<file path="src/rtl/srambank_arb.sv">
// srambank_arb: two-port round-robin arbiter/sequencer for a 1024x72 single-port SRAM bank.
// Define SRAMBANK_ARB_INIT_EN to zero-fill the bank after reset before accepting commands.
module srambank_arb #(
  parameter int ADDR_W = 10,
  parameter int DATA_W = 72
) (
  input  logic              clk,
  input  logic              reset,
  input  logic              a_valid,
  output logic              a_ready,
  input  logic              a_write,
  input  logic [ADDR_W-1:0] a_addr,
  input  logic [DATA_W-1:0] a_wdata,
  output logic              a_rvalid,
  input  logic              a_rready,
  output logic [DATA_W-1:0] a_rdata,
  input  logic              b_valid,
  output logic              b_ready,
  input  logic              b_write,
  input  logic [ADDR_W-1:0] b_addr,
  input  logic [DATA_W-1:0] b_wdata,
  output logic              b_rvalid,
  input  logic              b_rready,
  output logic [DATA_W-1:0] b_rdata,
  output logic              mem_banksel,
  output logic              mem_read,
  output logic              mem_write,
  output logic [ADDR_W-1:0] mem_addr,
  output logic [DATA_W-1:0] mem_wd,
  input  logic [DATA_W-1:0] mem_dataout,
  output logic              init_done
);
  logic resp_pending_q, resp_pending_d, resp_port_q, resp_port_d, last_q, last_d;
  logic run, rel_rsp, can_rd, elig_a, elig_b, gnt_a, gnt_b, hs_wr, hs_rd;
`ifdef SRAMBANK_ARB_INIT_EN
  typedef enum logic {INIT, RUN} state_t;
  state_t state_q, state_d;
  logic [ADDR_W-1:0] cnt_q, cnt_d;
  always_ff @(posedge clk) begin
    if (reset) begin
      state_q <= INIT;
      cnt_q   <= '0;
    end else begin
      state_q <= state_d;
      cnt_q   <= cnt_d;
    end
  end
  always_comb begin
    state_d = state_q;
    cnt_d   = cnt_q;
    if (state_q == INIT) begin
      cnt_d   = cnt_q + 1'b1;
      state_d = &cnt_q ? RUN : INIT;
    end
  end
  assign run = state_q == RUN;
`else
  assign run = 1'b1;
`endif
  // A read may issue when nothing is outstanding or the outstanding response retires this cycle
  assign rel_rsp = resp_pending_q & (resp_port_q ? b_rready : a_rready);
  assign can_rd  = ~resp_pending_q | rel_rsp;
  assign elig_a  = ~reset & run & a_valid & (a_write | can_rd);
  assign elig_b  = ~reset & run & b_valid & (b_write | can_rd);
  assign gnt_a   = elig_a & (~elig_b | last_q);
  assign gnt_b   = elig_b & ~gnt_a;
  assign a_ready = gnt_a;
  assign b_ready = gnt_b;
  assign hs_wr   = gnt_a ? a_write : gnt_b & b_write;
  assign hs_rd   = (gnt_a | gnt_b) & ~hs_wr;
  always_comb begin
    mem_banksel = hs_wr | hs_rd;
    mem_write   = hs_wr;
    mem_read    = hs_rd;
    mem_addr    = gnt_b ? b_addr : a_addr;
    mem_wd      = gnt_b ? b_wdata : a_wdata;
`ifdef SRAMBANK_ARB_INIT_EN
    if (~reset & ~run) begin
      mem_banksel = 1'b1;
      mem_write   = 1'b1;
      mem_addr    = cnt_q;
      mem_wd      = '0;
    end
`endif
  end
  always_comb begin
    resp_pending_d = hs_rd | (resp_pending_q & ~rel_rsp);
    resp_port_d    = hs_rd ? gnt_b : resp_port_q;
    last_d         = (gnt_a | gnt_b) ? gnt_b : last_q;
  end
  always_ff @(posedge clk) begin
    if (reset) begin
      resp_pending_q <= 1'b0;
      resp_port_q    <= 1'b0;
      last_q         <= 1'b1;
    end else begin
      resp_pending_q <= resp_pending_d;
      resp_port_q    <= resp_port_d;
      last_q         <= last_d;
    end
  end
  assign a_rvalid  = ~reset & resp_pending_q & ~resp_port_q;
  assign b_rvalid  = ~reset & resp_pending_q & resp_port_q;
  assign a_rdata   = mem_dataout;
  assign b_rdata   = mem_dataout;
  assign init_done = run;
endmodule

</file>
<file path="config.mk">
export PLATFORM = sky130hd
export DESIGN_NAME = srambank_arb
export DESIGN_NICKNAME = d
export VERILOG_FILES = /design/src/rtl/srambank_arb.sv
export SDC_FILE = /design/constraint.sdc
export NUM_CORES = 1
export LEC_CHECK = 0
export CAP_MARGIN = 10
export CORE_AREA = 5 5 184 186
export DETAILED_ROUTE_END_ITERATION = 8
export DIE_AREA = 0 0 189 191
export PLACE_DENSITY_LB_ADDON = 0.2
export SKIP_LAST_GASP = 1
export SYNTH_ARGS = -nofsm -noshare
export SYNTH_HDL_FRONTEND = slang
export SYNTH_SLANG_ARGS = --single-unit
</file>
<file path="constraint.sdc">
create_clock -name clk -period 3.47 [get_ports clk]
set_clock_uncertainty 0.05 [all_clocks]
set_input_delay 0.694 -clock clk [delete_from_list [all_inputs] [get_ports clk]]
set_output_delay 0.694 -clock clk [all_outputs]
set_load 0.01 [all_outputs]
</file>
==> impl_metrics.env <==
export IMPL_setup_ws_ns=-0.0135
export IMPL_path_cells="dlygate4sd2_1 > mux2_4 > o21ai_4 > nor2_2 > or3_4 > buf_12 > buf_12 > mux2_4 > clkdlybuf4s15_1"
export IMPL_cts_max_level=1
export IMPL_seq_area_um2=60.1
export IMPL_gp_routability_congestion=0.717
export IMPL_ys_warn_count=0
export IMPL_worstSkewPairLatency_ns=0.22
export IMPL_final_max_slew_violation_count=0
export IMPL_synth_fp_nets=513
export IMPL_hold_viol=0
export IMPL_vias=2330
export IMPL_initial_utilization=0.0800
export IMPL_syn2layout_area_growth_pct=81.1
export IMPL_ys_flop_type="dfxtp_1"
export IMPL_die_w_um=189
export IMPL_synth_top_cell_area_share=0.424
export IMPL_synth_area_top_cells="buf_4, mux2_4, mux2_2"
export IMPL_regToRegSetupSlack_ns=1.33
export IMPL_cts_tree="yes"
export IMPL_clkTransAtPathRegs_ns=0.03
export IMPL_hp_start="resp_pending_q$_SDFF_PP0_"
export IMPL_synth_cells=269
export IMPL_max_clock_freq_mhz=287
export IMPL_maxCapViolCount=0
export IMPL_vias_per_cell=2.82
export IMPL_leakage_uw=0.00209
export IMPL_multi_input_area_um2=1330
export IMPL_grt_max_degree=14
export IMPL_fin_area_um2=4650
export IMPL_synthArstFlopShare=0
export IMPL_grt_ovfl_total=0
export IMPL_synthAdderAreaFrac=0
export IMPL_drtPass1Iterations=4
export IMPL_nFillCells=3617
export IMPL_wire_per_inst_um=14.3
export IMPL_clk_path_buf_depth=2
export IMPL_setup_tns_final_ns=-0.0135
export IMPL_synthMuxAreaShare=0.450
export IMPL_crit_slowest_cell="or3_4"
export IMPL_synth_simple_area_share=0.0336
export IMPL_cts_sinks=3
export IMPL_fin_crit_ns=3.48
export IMPL_grt_pass1_vias=2670
export IMPL_antenna_left=0
export IMPL_fin_nets=663
export IMPL_hold_class="reg2reg"
export IMPL_die_area_um2=36100
export IMPL_netlist_area_um2=2570
export IMPL_synth_top_family_by_area="buffers and inverters"
export IMPL_timing_rr_start="resp_port_q$_SDFFE_PP0P_"
export IMPL_ios=478
export IMPL_ys_ff_latch=3
export IMPL_gr_usage_all_layers=0.0572
export IMPL_hold_end="resp_pending_q$_SDFF_PP0_"
export IMPL_outcome="finished, violations left"
export IMPL_root_buffer="clkbuf_16"
export IMPL_synthTopCellsByCount="buf_4, mux2_4, mux2_2"
export IMPL_die_h_um=191
export IMPL_antenna_found_initial=1
export IMPL_port_buffers=260
export IMPL_peakVddDrop_uv=198
export IMPL_avgSynthCellArea_um2=9.55
export IMPL_path_class="in2out"
export IMPL_drc=0
export IMPL_rsz0062_at_grt="yes"
export IMPL_synth_edf_count=0
export IMPL_rr_worst_depth=8
export IMPL_dpl_cell_area_um2=4750
export IMPL_power_density_nw_per_um2=170
export IMPL_synthXorXnorAreaFrac=0
export IMPL_synth_most_common_cell="buf_4"
export IMPL_post_route_period_util=1.00
export IMPL_synth_cell_type_count=27
export IMPL_cp_arrival_ns=2.74
export IMPL_cp_start_kind="input pin"
export IMPL_crit_fanout=10
export IMPL_yosysSeqAreaShare=0.0234
export IMPL_finalSetupViolCount=1
export IMPL_yosysTopAreaCell="buf_4"
export IMPL_cts_buffers=3
export IMPL_hpwl_mm=10.4
export IMPL_coreArea_um2=32100
export IMPL_wirelength_mm=11.8
export IMPL_synth_compound_area_frac=0.0258
export IMPL_final_layout_size_suffix_gt1_frac=0.505
export IMPL_rows=66
export IMPL_violations="negative setup slack"
export IMPL_critPathCaptureType="output port"
export IMPL_cp_slowest_stage_delay_ns=0.46
export IMPL_grt_pass1_wl_mm=16.2
export IMPL_rr_endpoint="resp_port_q$_SDFFE_PP0P_"
export IMPL_initialDrtViolationCount=10
export IMPL_worstHoldPathCells=2
export IMPL_worstPathRequired_ns=2.73
## sequential cells by signal, summed over array words and instances, names as in the netlist
register and flops:
resp_pending_q 1, last_q 1, resp_port_q 1
## worst max-delay path: cells and delay by family
family                 cells  cell delay [ns]
buffers and inverters      4             0.79
multiplexers               2             0.57
AND/OR/NAND/NOR            2             0.51
AO/OA/AOI/OAI              1             0.16
## worst max path at each step
| stage | endpoint | slack, ns | from | cells after the start |
|---|---|---|---|---|
| 2_1_floorplan | mem_wd[13] | 0.53 | a_rready | 7 |
| 3_3_place_gp | mem_wd[34] | -0.53 | a_rready | 9 |
| 3_5_place_dp | mem_wd[34] | -0.51 | a_rready | 9 |
| 4_1_cts | mem_wd[18] | -0.08 | a_rready | 9 |
| 5_1_grt | mem_wd[47] | -0.09 | b_rready | 9 |
| 6_report | mem_wd[47] | -0.01 | b_rready | 9 |
## routing by layer
layer,vias up,part of all wire,GRT usage
met5,-,0.0088,0.0206
met4,4,0.0036,0.00617
met3,8,0.15,0.0374
met2,243,0.49,0.102
met1,1020,0.35,0.0567
li1,1055,-,-
## what timing repair did
action | in CTS | in global routing
gates cloned | 2 | 1
resized for setup | 224 | 85
endpoints found under the setup margin | 85 | 59
setup buffers | 10 | 2
pin swaps | 2 | 3
hold buffers | 0 | 0
## cells in the final DEF, fill, tap and decap left out, drive strengths merged, types with 2 or more instances in the layout
cell           instances
a21oi                  3
buf                   81
clkbuf                42
clkdlybuf4s15          2
clkdlybuf4s50        171
dfxtp                  3
dlygate4sd2            7
inv                    4
mux2                  83
nand2b                 3
nor2b                  2
o21ai                  2
## layout make-up
class / count / share of cell area
antenna: 1 / 0.000538
clock buffer: 4 / 0.0169
inverter: 4 / 0.00323
multi-input combinational: 107 / 0.287
sequential: 3 / 0.0129
tap: 408 / 0.110
timing repair buffer: 300 / 0.570
## logic make-up after synthesis
kind of cell / after synthesis
flops: 3
buf+inv: 159
simple gates: 13
mux: 83
compound gates: 10
other cells: 1
## metrics by stage
stage	utilization	setup slack, ns	hold WS, ns	cells	power [uW]
CTS	0.148	-0.0777	0.518	825	806
floorplan	-	0.530	0.433	269	428
finish	0.145	-0.0135	0.516	827	790
detailed placement	0.148	-0.515	0.478	809	662
global placement	0.148	-0.535	0.492	809	666
global route	0.145	-0.0924	0.575	826	839
## where the power goes
part / leakage, uW / switching [uW] / internal (uW)
sequential: 0.0000248 / 3.02 / 37.3
clock: 0.0000382 / 27.0 / 151
combinational: 0.00203 / 184 / 388
Note: power is estimated with default switching activity, not from simulation.
